### src/rtl/seven_seg_serializer.sv
// ---------------------------------------------------------------------------
// seven_seg_serializer
//   Captures a frame of DIGITS x SEGS segment bits on a start pulse. It applies
//   per-digit blanking and an optional half-frame rotation (time/date swap).
//   It then shifts the frame MSB-first out of CHAINS parallel serial lines,
//   which share one serial clock and one latch strobe.
//
//   Optional feature macro: SEVEN_SEG_SERIALIZER_PENDING_EN
//     defined   - a start while busy is remembered (one deep) and launches a
//                 fresh capture in the done cycle
//     undefined - a start while busy is ignored; no pending state exists
//
// Ports
//   clk_i     system clock
//   rst_ni    asynchronous active-low reset
//   start_i   single-cycle frame request
//   data_i    segment data, digit k = data_i[k*SEGS +: SEGS]
//   blank_i   per-digit blank mask (1 zeroes the digit, input positions)
//   rotate_i  swap upper and lower halves of the digit frame
//   busy_o    frame in progress
//   sclk_o    serial clock, downstream samples on rising edge
//   data_o    serial data, one bit per chain
//   latch_o   storage-register latch strobe
//   done_o    one-cycle pulse in the first idle cycle after a frame
// ---------------------------------------------------------------------------
module seven_seg_serializer #(
  parameter int unsigned DIGITS   = 12,
  parameter int unsigned SEGS     = 7,
  parameter int unsigned CHAINS   = 1,
  parameter int unsigned SCLK_DIV = 1
) (
  input  logic                     clk_i,
  input  logic                     rst_ni,
  input  logic                     start_i,
  input  logic [DIGITS*SEGS-1:0]   data_i,
  input  logic [DIGITS-1:0]        blank_i,
  input  logic                     rotate_i,
  output logic                     busy_o,
  output logic                     sclk_o,
  output logic [CHAINS-1:0]        data_o,
  output logic                     latch_o,
  output logic                     done_o
);

  localparam int unsigned W   = DIGITS * SEGS;
  localparam int unsigned HW  = W / 2;
  localparam int unsigned L   = (W + CHAINS - 1) / CHAINS;
  localparam int unsigned PW  = CHAINS * L;
  localparam int unsigned BCW = $clog2(L + 1);
  localparam int unsigned DCW = $clog2(SCLK_DIV + 1);

  // Parameter sanity checks at elaboration
  if ((DIGITS % 2) != 0) begin : g_bad_digits
    $error("seven_seg_serializer: DIGITS must be even");
  end
  if ((CHAINS < 1) || (CHAINS > 8)) begin : g_bad_chains
    $error("seven_seg_serializer: CHAINS must be 1..8");
  end
  if (SCLK_DIV < 1) begin : g_bad_div
    $error("seven_seg_serializer: SCLK_DIV must be >= 1");
  end

  typedef enum logic [1:0] {
    IDLE     = 2'd0,
    SHIFT_LO = 2'd1,
    SHIFT_HI = 2'd2,
    LATCH    = 2'd3
  } state_e;

  state_e           state_q, state_d;
  logic [PW-1:0]    sreg_q, sreg_d;
  logic [BCW-1:0]   bit_cnt_q, bit_cnt_d;
  logic [DCW-1:0]   div_cnt_q, div_cnt_d;
  logic [W-1:0]     blanked;
  logic [W-1:0]     rotated;
  logic [PW-1:0]    frame;
  logic             phase_end;
  logic             go;

  logic             busy_d;
  logic             sclk_d;
  logic [CHAINS-1:0] data_d;
  logic             latch_d;
  logic             done_d;

  // Frame preparation: blank by input position, then rotate, then zero-pad on top
  always_comb begin : frame_prep
    blanked = data_i;
    for (int k = 0; k < int'(DIGITS); k++) begin
      if (blank_i[k]) begin
        blanked[k*SEGS +: SEGS] = '0;
      end
    end
    rotated = rotate_i ? {blanked[HW-1:0], blanked[W-1:HW]} : blanked;
    frame   = PW'(rotated);
  end

  // Last cycle of the current sclk half-period (or latch window)
  assign phase_end = (div_cnt_q == DCW'(SCLK_DIV - 1));

`ifdef SEVEN_SEG_SERIALIZER_PENDING_EN
  logic pending_q, pending_d;

  // One-deep request memory; consumed by the capture in the next idle cycle
  always_comb begin : pending_next
    pending_d = pending_q;
    if (state_q == IDLE) begin
      pending_d = 1'b0;
    end else if (start_i) begin
      pending_d = 1'b1;
    end
  end

  always_ff @(posedge clk_i or negedge rst_ni) begin : pending_reg
    if (!rst_ni) begin
      pending_q <= 1'b0;
    end else begin
      pending_q <= pending_d;
    end
  end

  assign go = start_i | pending_q;
`else
  assign go = start_i;
`endif

  // State register
  always_ff @(posedge clk_i or negedge rst_ni) begin : state_reg
    if (!rst_ni) begin
      state_q <= IDLE;
    end else begin
      state_q <= state_d;
    end
  end

  // Next-state and datapath update
  always_comb begin : next_state
    state_d   = state_q;
    sreg_d    = sreg_q;
    bit_cnt_d = bit_cnt_q;
    div_cnt_d = div_cnt_q;
    unique case (state_q)
      IDLE: begin
        if (go) begin
          state_d   = SHIFT_LO;
          sreg_d    = frame;
          bit_cnt_d = '0;
          div_cnt_d = '0;
        end
      end
      SHIFT_LO: begin
        if (phase_end) begin
          div_cnt_d = '0;
          state_d   = SHIFT_HI;
        end else begin
          div_cnt_d = div_cnt_q + DCW'(1);
        end
      end
      SHIFT_HI: begin
        if (phase_end) begin
          div_cnt_d = '0;
          sreg_d    = sreg_q << 1;
          bit_cnt_d = bit_cnt_q + BCW'(1);
          state_d   = (bit_cnt_d == BCW'(L)) ? LATCH : SHIFT_LO;
        end else begin
          div_cnt_d = div_cnt_q + DCW'(1);
        end
      end
      LATCH: begin
        if (phase_end) begin
          div_cnt_d = '0;
          state_d   = IDLE;
        end else begin
          div_cnt_d = div_cnt_q + DCW'(1);
        end
      end
      default: begin
        state_d = IDLE;
      end
    endcase
  end

  // Output decode from the upcoming state so the registered outputs line up with it
  always_comb begin : output_decode
    busy_d  = (state_d != IDLE);
    sclk_d  = (state_d == SHIFT_HI);
    latch_d = (state_d == LATCH);
    done_d  = (state_q == LATCH) && (state_d == IDLE);
    data_d  = '0;
    if ((state_d == SHIFT_LO) || (state_d == SHIFT_HI)) begin
      for (int c = 0; c < int'(CHAINS); c++) begin
        data_d[c] = sreg_d[c*L + L - 1];
      end
    end
  end

  // Datapath registers
  always_ff @(posedge clk_i or negedge rst_ni) begin : datapath_reg
    if (!rst_ni) begin
      sreg_q    <= '0;
      bit_cnt_q <= '0;
      div_cnt_q <= '0;
    end else begin
      sreg_q    <= sreg_d;
      bit_cnt_q <= bit_cnt_d;
      div_cnt_q <= div_cnt_d;
    end
  end

  // Output registers
  always_ff @(posedge clk_i or negedge rst_ni) begin : output_reg
    if (!rst_ni) begin
      busy_o  <= 1'b0;
      sclk_o  <= 1'b0;
      data_o  <= '0;
      latch_o <= 1'b0;
      done_o  <= 1'b0;
    end else begin
      busy_o  <= busy_d;
      sclk_o  <= sclk_d;
      data_o  <= data_d;
      latch_o <= latch_d;
      done_o  <= done_d;
    end
  end

endmodule

### config.mk
export PLATFORM = sky130hd
export DESIGN_NAME = seven_seg_serializer
export DESIGN_NICKNAME = d
export VERILOG_FILES = /design/src/rtl/seven_seg_serializer.sv
export SDC_FILE = /design/constraint.sdc
export NUM_CORES = 1
export LEC_CHECK = 0
export ABC_AREA = 1
export BUFFER_PORTS_ARGS = -buffer_cell sky130_fd_sc_hd__buf_2
export CAP_MARGIN = 5
export CORE_UTILIZATION = 55
export CTS_CLUSTER_SIZE = 16
export DETAILED_ROUTE_END_ITERATION = 10
export PLACE_DENSITY_LB_ADDON = 0.12
export SYNTH_ARGS = -nofsm -noshare
export SYNTH_HDL_FRONTEND = slang
export SYNTH_SLANG_ARGS = --single-unit
export TNS_END_PERCENT = 10
### constraint.sdc
create_clock -name clk_i -period 4.3 [get_ports clk_i]
set_clock_uncertainty 0.1 [all_clocks]
set_input_delay 1.075 -clock clk_i [delete_from_list [all_inputs] [get_ports clk_i]]
set_output_delay 1.075 -clock clk_i [all_outputs]
set_load 0.01 [all_outputs]
# Word level (Yosys, flattened, before mapping)
# Cells that the tools add are included.
[totals] regBits=99 in_bits=100 word_cells=58
[classes] n_addsub=2 n_eq_ne=9 mux=29 reduce_logical=8
[op_table] operator="2-to-1 mux 84 bit" n=3
[op_table] operator="one-hot mux 84 bit (2 select lines)" n=1
[op_table] operator="2-to-1 mux 7 bit" n=14
[op_table] operator="one-hot mux 7 bit (2 select lines)" n=1
[op_table] operator="2-to-1 mux 2 bit" n=5
[op_table] operator="equality test 2 bit (second input constant)" n=4
[op_table] operator="one-hot mux 2 bit (4 select lines)" n=1
[op_table] operator="adder 7 x 1 -> 7 bit (second input constant)" n=1
[op_table] operator="equality test 7 bit (second input constant)" n=1
[op_table] operator="equality test 2 x 1 -> 1 bit (second input constant)" n=2
[op_table] operator="logical NOT 2 bit" n=2
[op_table] operator="!= test 2 bit (second input constant)" n=2
[op_table] operator="nonzero test 2 bit" n=2
[op_table] operator="2-to-1 mux 1 bit" n=3
[op_table] operator="AND reduction 3 bit" n=1
[op_table] operator="OR reduction 3 bit" n=1
[op_table] operator="one-hot mux 1 bit (2 select lines)" n=1
[op_table] operator="adder 1 bit (second input constant)" n=1
[op_table] operator="logical AND 1 bit" n=1
[op_table] operator="logical OR 1 bit" n=1

# Depth between registers and ports, before layout
[logic_depth] ltp_word=8 mapped_depth=10 ltp_nobuf=10

# Worst setup path after synthesis
# No wires, ideal clock.
[synth_path] path_kind="input port to flip-flop" start="in start_i" end="reg data_o" setup_ns=0.115 arrival_ns=1.887 slack_ns=2.198 stages=6 cell_sequence="inv_1 > o21ai_2 > buf_2 > ha_1 > inv_1 > nor2_1"
[synth_via] elab_chain_cells=5 word_cells_on_any_way=8 cone_classes="2 x eq/ne; 5 x mux; 1 x reduce/logical"
[synth_rtl] element="from (decl)" line="34" source="input logic start_i,"
[synth_rtl] element="2-to-1 mux 2 bit (*)" line="144" source="if (go) begin"
[synth_rtl] element="one-hot mux 2 bit (4 select lines) (*)" line="142" source="unique case (state_q)"
[synth_rtl] element="net state_d[0]" line="70" source="state_e state_q, state_d;"
[synth_rtl] element="equality test 2 x 1 -> 1 bit or equality test 2 bit (tied branches)" line="190" source="if ((state_d == SHIFT_LO) || (state_d == SHIFT_HI)) begin"
[synth_rtl] element="logical OR 1 bit (*)" line="190"
[synth_rtl] element="2-to-1 mux 1 bit (*)" line="190"
[synth_rtl] element="net data_d" line="82" source="logic [CHAINS-1:0] data_d;"
[synth_rtl] element="to (signal assigned)" line="221" source="data_o <= data_d;"
[synth_rtl] element="to (decl)" line="40" source="output logic [CHAINS-1:0] data_o,"
# Mark *: on every way through the listed nets, which the timed path passes. The rest lies on a longest branch. The select of a mux whose other input is x is not followed.
# A chain may end at the register's enable or synchronous reset.

# Final worst setup path
[layout_path] start="reg state_q[0]" end="reg data_o"
[layout_via] elab_chain_cells=5 word_cells_on_any_way=14 cone_classes="5 x eq/ne; 7 x mux; 2 x reduce/logical"
[layout_rtl] element="from (decl)" line="70"
[layout_rtl] element="from (signal assigned)" line="132" source="state_q <= state_d;"
[layout_rtl] element="equality test 2 bit, or another cell as far along" line="142"
[layout_rtl] element="one-hot mux 2 bit (4 select lines)" line="142"
[layout_rtl] element="equality test 2 x 1 -> 1 bit or equality test 2 bit (tied branches)" line="190"
[layout_rtl] element="logical OR 1 bit" line="190"
[layout_rtl] element="2-to-1 mux 1 bit (*)" line="190"
[layout_rtl] element="net data_d" line="82"
# Mark *: on every way through the listed nets, which the timed path passes. The rest lies on a longest branch.

==> results.ini <==
[run_status]
status = finished, final reports clean

[synthesis]
syn_area_per_cell_sq_um = 7.78
ys_seq_elements = 98
ys_dominant_reg_cell = dfrtp_1
synth.distinct_cells = 24
yosysTopAreaCell = dfrtp_1
synth_seq_area_share_pct = 43.6
synth_nets = 825
synth_commonest_cells = 179 x inv_1, 166 x o21ai_0, 98 x dfrtp_1
synth-edff-count = 0
synth_area_sq_mm = 0.00562
yosysMostFrequentCell = inv_1
netlist.area_leader.share_pct = 43.6
syn_inst = 723
synth_area_leaders = dfrtp_1 44%, o21ai_0 15%, o221ai_1 13%
ys_warn_count = 0
synthArstFlopShare_pct = 100

[timing]
maxSlewHeadroom_pct = 30.9
fin_crit_sh_pct = 55.8
hold_viol = 0
slew_violations = 0
setup_viol = 0
rsz0062_at_grt = no
max_freq_mhz = 416
period_minus_slack_ns = 2.40
hold_ws_ns = 0.430
finalSetupTns_ns = 0
worst_pin_slew_ns = 1.04
setup_ws_ns = 1.90

[final_layout]
fillers = 871
layout.nets = 891
finalNonFillerCells = 927
drive_gt1_share_pct = 16.8
area_growth_pct = 13.9
multi_input_area_sq_mm = 0.00226
ff_latch_area_sq_mm = 0.00245
insertedDiodeCount = 0

[die]
io_pins = 105
die_y_microns = 103
rows = 36
fp.dieW_microns = 103
initial_core_util_pct = 57.3
coreArea_sq_mm = 0.00982
die_area_sq_mm = 0.0106

[setup_path]
crit_path_top_delay_cell = nand2_2
r2r_end = data_o$_DFF_PN0_
crit_chain = inv_2 > nand2_2 > inv_1 > nand3_1 > nor2_1 > nand3_1 > nand2_1 > ha_1 > inv_1 > nor2_1
reg2reg_depth = 10
worstPathRequired_ns = 4.48
rr_startpoint = state_q[0]$_DFF_PN0_
startpoint_type = register
worstPathMaxFanout = 40
worstSetupEndpoint = data_o$_DFF_PN0_
crit_arrival_ns = 2.58
critPathMaxStageDelay_ns = 0.61
critPathKind = reg2reg
crit_path_end_kind = register
critPathLaunch = state_q[0]$_DFF_PN0_
r2r_slack_ns = 1.90

[global_route]
grt_use_total_pct = 26.6
grt_overflow = 0
grt_pass1_vias = 4915
grt_pass1_wl_mm = 22.2
grt_max_degree = 83
antenna_found_initial = 0

[clock_tree]
root_buffer = clkbuf_8
clock-sinks = 98
postCtsHoldBufs = 0
insertion_delay_ns = 0.35
clk_pin_slew_ns = 0.09
clk_path_buf_depth = 2
postCtsSetupRepairBufs = 0
cts_tree = built
cts_resized = 0
cts_max_level = 3
cts_buffers = 9

[flow_run]
cap_violations = 0

[min_path]
hold_depth = 1
hp-class = reg2reg
min_from = bit_cnt_q[0]$_DFFE_PN0P_

[detailed_routing]
dr.pass1.iters = 6
vias = 5233
vias_per_cell = 5.65
drtIter0Drc = 257
wl_per_cell_microns = 14.0
drc = 0
antenna_left = 0
routed_wl_mm = 13.0

[place]
place_ws_ns = 1.55
port_buffers = 104
dp.cells = 911
hpwlAfterDp_mm = 8.97
gp_congestion = 0.766

[power_and_ir_drop]
total_power_w = 0.00182
leakage_nw = 3.13
clkPwrFrac_pct = 40.0
combPwrFrac_pct = 9.5
seqPwrFrac_pct = 50.6
power_density_mw_per_mm2 = 284
power.internal_w = 0.00140
p_sw_w = 0.000420
switching_share_pct = 23.1
vdd_drop_max_mv = 0.191

==> worst max-delay path: cells and delay by family, from the launching register on <==
kind / cells / cell delay, ns
DFF: 1 / 0.50
adders and majority gates: 1 / 0.26
buffers and inverters: 3 / 0.36
and+or+nand+nor: 6 / 1.11
==> worst min-delay path by stage <==
stage / to / slack [ns]
floorplan: sreg_q[82]$_DFFE_PN0P_ / 0.38
global placement: sreg_q[0]$_DFFE_PN0P_ / 0.40
detailed placement: sreg_q[0]$_DFFE_PN0P_ / 0.41
CTS: bit_cnt_q[0]$_DFFE_PN0P_ / 0.43
global route: sreg_q[16]$_DFFE_PN0P_ / 0.47
finish: bit_cnt_q[0]$_DFFE_PN0P_ / 0.43
==> power groups by stage <==
stage	clock, W	sequential, W	combinational, W
2_1_floorplan	0	0.000940	0.0000866
4_1_cts	0.000741	0.000921	0.000173
3_3_place_gp	0	0.000940	0.000164
3_5_place_dp	0	0.000940	0.000173
5_1_grt	0.000777	0.000922	0.000199
6_report	0.000728	0.000921	0.000172
==> kinds of logic after synthesis <==
group,share of synthesized area (%)
AOI/OAI and AO/OA,28.8
xor gates and xnor gates,0.156
adders and majority gates,0.445
buffers and inverters,16.4
DFF,43.6
and+or+nand+nor,10.5
==> stage by stage <==
step                utilization [%]  area, sq um
floorplan                         -         5620
global placement               62.7         6150
detailed placement             62.7         6150
CTS                            65.2         6400
global route                   65.2         6400
finish                         65.2         6400
==> layout make-up <==
type	count	share of cell area, %
Timing Repair Buffer	112	9.30
Tap cell	133	2.60
Clock buffer	12	2.42
Clock inverter	4	1.52
Inverter	181	10.6
Sequential cell	98	38.3
Multi-Input combinational cell	387	35.3
==> routing by layer <==
metal	wire length [microns]	GRT usage [%]	up-vias
met5	0	0	-
met4	140	9.21	0
met3	627	3.59	12
met2	6330	44.5	157
met1	5880	35.6	2467
li1	-	-	2597
==> registers in the layout, summed over array words and instances, names as in the netlist <==
| name | flops |
|---|---|
| data_o | 1 |
| sclk_o | 1 |
| done_o | 1 |
| busy_o | 1 |
| latch_o | 1 |
| sreg_q | 84 |
| state_q | 2 |
| bit_cnt_q | 7 |
==> cell usage in the layout, fill, tap and decap left out <==
cell type / n
clkinv_1: 1
o21ai_1: 4
xor2_1: 1
inv_1: 178
o21ai_0: 166
inv_2: 2
clkbuf_8: 11
nand2_2: 1
ha_1: 2
o21ai_4: 1
o22ai_1: 3
o221ai_1: 81
a22o_1: 1
dfrtp_1: 98
clkbuf_1: 1
o211ai_1: 2
a21oi_1: 2
buf_12: 1
clkinvlp_4: 1
buf_2: 103
buf_4: 8
nand4_1: 1
nor2_1: 7
nand3_1: 93
nor3_2: 1
nand2_1: 20
bufinv_16: 3
or2_2: 1
(Power assumes the default switching activity.)
